`src/rtl/ifu.sv`:
```
// ---------------------------------------------------------------------------
// ifu -- instruction fetch unit
//
// Fetches one instruction at a time from the instruction memory. It never has
// more than one request in flight. The fetched word is held toward the decode
// stage until decode accepts it. Branch, jump and trap redirects take priority
// over every other transition. They retarget the PC and throw away any
// response that was fetched from the old path.
//
// Sequence with zero-wait memory: REQ -> WAIT -> HOLD -> REQ.
// This gives one instruction every three cycles.
//
// Configuration macro: IFU_MISALIGN_CHK_EN
//   defined   : a redirect to a non word-aligned target enters FAULT. FAULT
//               raises misalign and issues no fetches until an aligned
//               redirect arrives.
//   undefined : there is no misalign port and no FAULT state. Redirect
//               targets are word-aligned by clearing their two low bits.
//
// Ports
//   clk, rst        clock, asynchronous active-high reset
//   imem_req_*      fetch request (valid/ready, address = current PC)
//   imem_rsp_*      fetch response (always accepted)
//   if_*            fetched instruction + PC toward decode (valid/ready)
//   redirect_*      redirect request and target PC
//   misalign        misaligned-target fault flag (macro builds only)
// ---------------------------------------------------------------------------
module ifu #(
  parameter logic [63:0] RESET_PC = 64'h0000_0000_8000_0000,
  parameter int          INST_W   = 32
) (
  input  logic              clk,
  input  logic              rst,
  output logic              imem_req_valid,
  input  logic              imem_req_ready,
  output logic [63:0]       imem_req_addr,
  input  logic              imem_rsp_valid,
  input  logic [INST_W-1:0] imem_rsp_data,
  output logic              if_valid,
  input  logic              if_ready,
  output logic [INST_W-1:0] if_inst,
  output logic [63:0]       if_pc,
  input  logic              redirect_valid,
  input  logic [63:0]       redirect_pc
`ifdef IFU_MISALIGN_CHK_EN
  ,
  output logic              misalign
`endif
);

`ifdef IFU_MISALIGN_CHK_EN
  typedef enum logic [2:0] {REQ, WAIT, HOLD, DROP, FAULT} state_t;
`else
  typedef enum logic [2:0] {REQ, WAIT, HOLD, DROP} state_t;
`endif

  state_t      state;
  logic [63:0] pc;

  // Sequential next PC. Wraps naturally at 2^64.
  function automatic logic [63:0] seqPc(input logic [63:0] p);
    return p + 64'd4;
  endfunction

  // PC value loaded on a redirect. With the misalignment check enabled, the
  // target is kept as given so the faulting address stays visible.
  function automatic logic [63:0] loadPc(input logic [63:0] p);
`ifdef IFU_MISALIGN_CHK_EN
    return p;
`else
    return p & ~64'd3;
`endif
  endfunction

  // State reached on an aligned redirect from each state.
  // WAIT leaves for DROP when its response is still outstanding, so that
  // response is swallowed later. If the response lands in the same cycle as
  // the redirect, nothing is outstanding, so WAIT can restart immediately.
  function automatic state_t redirectTarget(input state_t s, input logic rspValid);
    state_t n;
    case (s)
      REQ:     n = REQ;
      WAIT:    n = rspValid ? REQ : DROP;
      HOLD:    n = REQ;
      DROP:    n = DROP;
      default: n = REQ;
    endcase
    return n;
  endfunction

  always_ff @(posedge clk or posedge rst) begin
    if (rst) begin
      state   <= REQ;
      pc      <= RESET_PC;
      if_inst <= '0;
      if_pc   <= '0;
    end else if (redirect_valid) begin
      pc <= loadPc(redirect_pc);
`ifdef IFU_MISALIGN_CHK_EN
      if (redirect_pc[1:0] != 2'b00) begin
        state <= FAULT;
      end else begin
        state <= redirectTarget(state, imem_rsp_valid);
      end
`else
      state <= redirectTarget(state, imem_rsp_valid);
`endif
    end else begin
      case (state)
        REQ: begin
          if (imem_req_ready) begin
            state <= WAIT;
          end
        end
        WAIT: begin
          if (imem_rsp_valid) begin
            if_inst <= imem_rsp_data;
            if_pc   <= pc;
            state   <= HOLD;
          end
        end
        HOLD: begin
          if (if_ready) begin
            pc    <= seqPc(pc);
            state <= REQ;
          end
        end
        DROP: begin
          // The response belongs to the abandoned path; discard it.
          if (imem_rsp_valid) begin
            state <= REQ;
          end
        end
        default: begin
          // FAULT: wait for an aligned redirect.
          state <= state;
        end
      endcase
    end
  end

  assign imem_req_valid = (state == REQ);
  assign imem_req_addr  = pc;

  // A redirect in HOLD must not let the held word transfer in that cycle.
  assign if_valid = (state == HOLD) && !redirect_valid;

`ifdef IFU_MISALIGN_CHK_EN
  assign misalign = (state == FAULT);
`endif

endmodule

```
`config.mk`:
```
export PLATFORM = sky130hd
export DESIGN_NAME = ifu
export DESIGN_NICKNAME = d
export VERILOG_FILES = /design/src/rtl/ifu.sv
export SDC_FILE = /design/constraint.sdc
export NUM_CORES = 1
export LEC_CHECK = 0
export BUFFER_PORTS_ARGS = -buffer_cell sky130_fd_sc_hd__buf_4
export CAP_MARGIN = 20
export CORE_ASPECT_RATIO = 2
export CORE_MARGIN = 2
export CORE_UTILIZATION = 54
export DETAILED_ROUTE_END_ITERATION = 8
export PLACE_DENSITY = 0.86
export SLEW_MARGIN = 25
export SYNTH_ARGS = -nofsm -noshare
export SYNTH_HDL_FRONTEND = slang
export SYNTH_SLANG_ARGS = --single-unit
```
`constraint.sdc`:
```
create_clock -name clk -period 9.5 [get_ports clk]
set_input_delay 1.425 -clock clk [delete_from_list [all_inputs] [get_ports clk]]
set_output_delay 1.425 -clock clk [all_outputs]
set_load 0.01 [all_outputs]
```
# After elaboration in Yosys (flattened, before gate mapping)
# Index checks and enable logic that the tools add are counted.
# W data, S select, Z words.
totals:
  inputBits: 102
  wordCells: 33
  ff_bits: 163
classes:
  mux: 11
  bitwise: 1
  n_eq_ne: 7
  n_addsub: 1
  n_reduce_logical: 9
op_table:
  columns: ["cell", "n"]
  rows:
  - ["$mux W64", 3]
  - ["$add A64 B3 Y64 const B", 1]
  - ["$mux W3", 5]
  - ["$pmux W3 S4", 1]
  - ["$ne A3 B3 Y1 const B", 3]
  - ["$eq A3 B2 Y1 const B", 2]
  - ["$reduce_and A5 Y1", 1]
  - ["$reduce_bool A5 Y1", 1]
  - ["$pmux W2 S2", 1]
  - ["$reduce_bool A2 Y1", 2]
  - ["$eq A3 B1 Y1 const B", 1]
  - ["$logic_not A3 Y1", 1]
  - ["$ne A3 B1 Y1 const B", 1]
  - ["$reduce_and A3 Y1", 1]
  - ["$mux W2", 1]
  - ["$reduce_and A2 Y1", 1]
  - ["$logic_and A1 B1 Y1", 1]
  - ["$logic_not A1 Y1", 1]
  - ["$not A1 Y1", 1]

# Logic depth before layout (Yosys ltp)
logic_depth:
  word_depth: 4
  ltp_mapped: 7
  ltp_nobuf: 6

# Least setup slack after synthesis
# No wires, ideal clock.
synth_path:
  kind: "input port to output port"
  start: "in redirect_valid"
  end: "out if_valid"
  required_ns: 8.075
  setup_slack_ns: 6.009
  cell_stages: 3
  arrival_ns: 2.066
  cell_sequence: "clkbuf_1 > clkbuf_1 > nor2_1"
synth_between:
  elab_chain_cells: 2
synth_lines:
  columns: ["element", "line_no", "source"]
  rows:
  - ["start, declared", "43", "input logic redirect_valid,"]
  - ["$logic_not A1 Y1", "146", "assign if_valid = (state == HOLD) && !redirect_valid;"]
  - ["$logic_and A1 B1 Y1", "146", null]
  - ["end, declared", "39", "output logic if_valid,"]
# No other way between the ends.

# Worst setup path after layout
# Same ends and word-level chain as after synthesis.

==> results_dict.tcl <==
set metrics [dict create \
    outcome "finished, final reports clean" \
    use_met1_pct 31.2 \
    syn2layout_area_growth_pct 36.6 \
    hold_ws_ns 0.507 \
    crit_arrival_ns 2.18 \
    hold_viol_final 0 \
    drt-initial-drc-count 480 \
    grt_pass1_vias 6470 \
    total_leakage_power_uw 0.00439 \
    clk_pin_slew_ns 0.06 \
    synth_area_per_cell_um2 11.3 \
    cp_top_family "buffers and inverters" \
    synth-seq-area-share_pct 55.2 \
    synth_edf_count 0 \
    dp_hpwl_um 14600 \
    met3_usage_pct 6.29 \
    rsz0062_at_grt "no" \
    synth_largest_area_cell "dfrtp_1" \
    h-tree-depth 4 \
    grt_use_total_pct 29.7 \
    initial_core_util_pct 55.2 \
    synthesis.area_mm2 0.00717 \
    die_area_mm2 0.0143 \
    peakVddDrop_mv 0.182 \
    setup_viol 0 \
    cts_made_buffers 17 \
    synth-seq-cells 158 \
    drc 0 \
    ctsResizeCount 0 \
    synth.distinct_cells 44 \
    max_slew_margin_pct 35.6 \
    fin_crit_sh_pct 38.0 \
    async_flop_share_pct 100 \
    ant_nets 0 \
    pin_count 264 \
    detail_route.wl_per_cell_um 19.9 \
    ctsHoldBuffers 0 \
    critPathSlowestCell "buf_4" \
    crit_type "input port to primary output" \
    total_power_uw 2560 \
    start_kind "input port" \
    cts_root_buf "clkbuf_16" \
    finalCriticalPeriod_ns 3.61 \
    n_antenna_cell 0 \
    antenna_found_initial 0 \
    yosysTopAreaCellShare_pct 54.8 \
    path_buf_inv 2 \
    gp_congestion 0.834 \
    die_height_um 167 \
    grt_start_max_net_pins 87 \
    synth_area_leaders "dfrtp_1, mux2_2, o21ai_0" \
    use_met2_pct 53.3 \
    postCtsSetupRepairBufs 0 \
    dr.pass1.iters 5 \
    crit_path_frequent_cell "buf_4" \
    viasPerCell 5.91 \
    synthCells 634 \
    core_mm2 0.0130 \
    drv_cap 0 \
    crit_path_max_incr_delay_ns 0.48 \
    clkSinkCount 158 \
    cts_tree "yes" \
    yosys_warnings 0 \
    layout_commonest_cell "buf_4" \
    mostFrequentLayoutCells "buf_4, dfrtp_1, mux2_2, nand2_1, o21ai_0" \
    required_ns 8.08 \
    io_buffers 257 \
    fin_setup_tns_ns 0 \
    hold_class "flip-flop to flip-flop" \
    num_rows 59 \
    clockBufferDepth 2 \
    fin_nets 989 \
    pwr_density_cell_mw_per_mm2 261 \
    crit_fanout 69 \
    crit_chain "buf_4 -> nor2_1 -> buf_4" \
    busiest_layer "met2" \
    slew_viol_final 0 \
    synth_ff_type "dfrtp_1" \
    grt_first_pass_wirelength_um 33200 \
    clock_latency_ns 0.43 \
    wl_um 20900 \
    crit_path_end_kind "primary output" \
    die_x_um 85.5 \
    fin_skew_ns 0.0157 \
    num_vias 6207 \
    timing.fmax_ghz 0.277 \
    grt_remaining_overflow 0 \
    worstMarginPinSlew_ns 0.965 \
    layout-drive-gt1-share_pct 45.4 \
]
## worst paths after layout
path	from	slack, ns	depth (start not counted)	to
min	if_inst[6]	0.51	1	if_inst[6]
max in group asynchronous	rst	6.93	3	state[1]
max	redirect_valid	5.89	3	if_valid
min in group asynchronous	rst	1.14	2	if_pc[32]
max reg2reg	imem_req_addr[7]	6.69	6	imem_req_addr[49]
min reg2reg	if_inst[6]	0.51	1	if_inst[6]
## flip-flops by register name, indices dropped and copies added (netlist names)
register and cells:
if_inst 32, state 2, imem_req_addr 62, if_pc 62
## area by class of cell
type,instances,area (um^2)
Sequential cell,158,3960
Fill cell,871,3200
Multi-Input combinational cell,437,3040
Timing Repair Buffer,264,1980
Clock buffer,18,439
Tap cell,152,190
Clock inverter,14,151
Inverter,8,35.0
## Yosys cell counts (12+ instances only)
cell	instances
a31oi_1	28
and3_1	12
clkbuf_1	23
dfrtp_1	157
mux2_2	96
nand2_1	56
nand3_1	29
nand4_1	23
nor2_1	38
o21ai_0	55
or3_1	23
xor2_1	24
## metrics by stage
| stage | util [%] | worst slack, ns | std cells | area (um^2) |
|---|---|---|---|---|
| final | 75.4 | 5.89 | 1051 | 9790 |
| after global routing | 75.4 | 5.80 | 1051 | 9790 |
| after CTS | 75.4 | 5.89 | 1051 | 9790 |
| after detailed placement | 70.8 | 5.65 | 1019 | 9200 |
| after global placement | 70.8 | 5.77 | 1019 | 9200 |
| after floorplan | - | 3.81 | 637 | 7180 |
## per-layer routing
metal / wire length (um) / share of wire, %
met5: 0 / 0
met4: 1040 / 5.0
met3: 1310 / 6.3
met2: 11600 / 56
met1: 6910 / 33
## power by group
group	switching [uW]	internal, uW	total, uW
Sequential	162	902	1060
Combinational	338	480	818
Clock	301	378	679
## cell families after synthesis
| group | Yosys count | synth area share, % |
|---|---|---|
| and+or+nand+nor | 211 | 15.5 |
| DFF | 158 | 55.2 |
| muxes | 98 | 15.4 |
| AOI/OAI and AO/OA | 92 | 7.24 |
| buffers and inverters | 42 | 2.72 |
| xor gates and xnor gates | 31 | 3.79 |
| adders and majority gates | 1 | 0.174 |
| other | 1 | 0.0523 |
No activity file was read; power rests on OpenSTA's default activity.
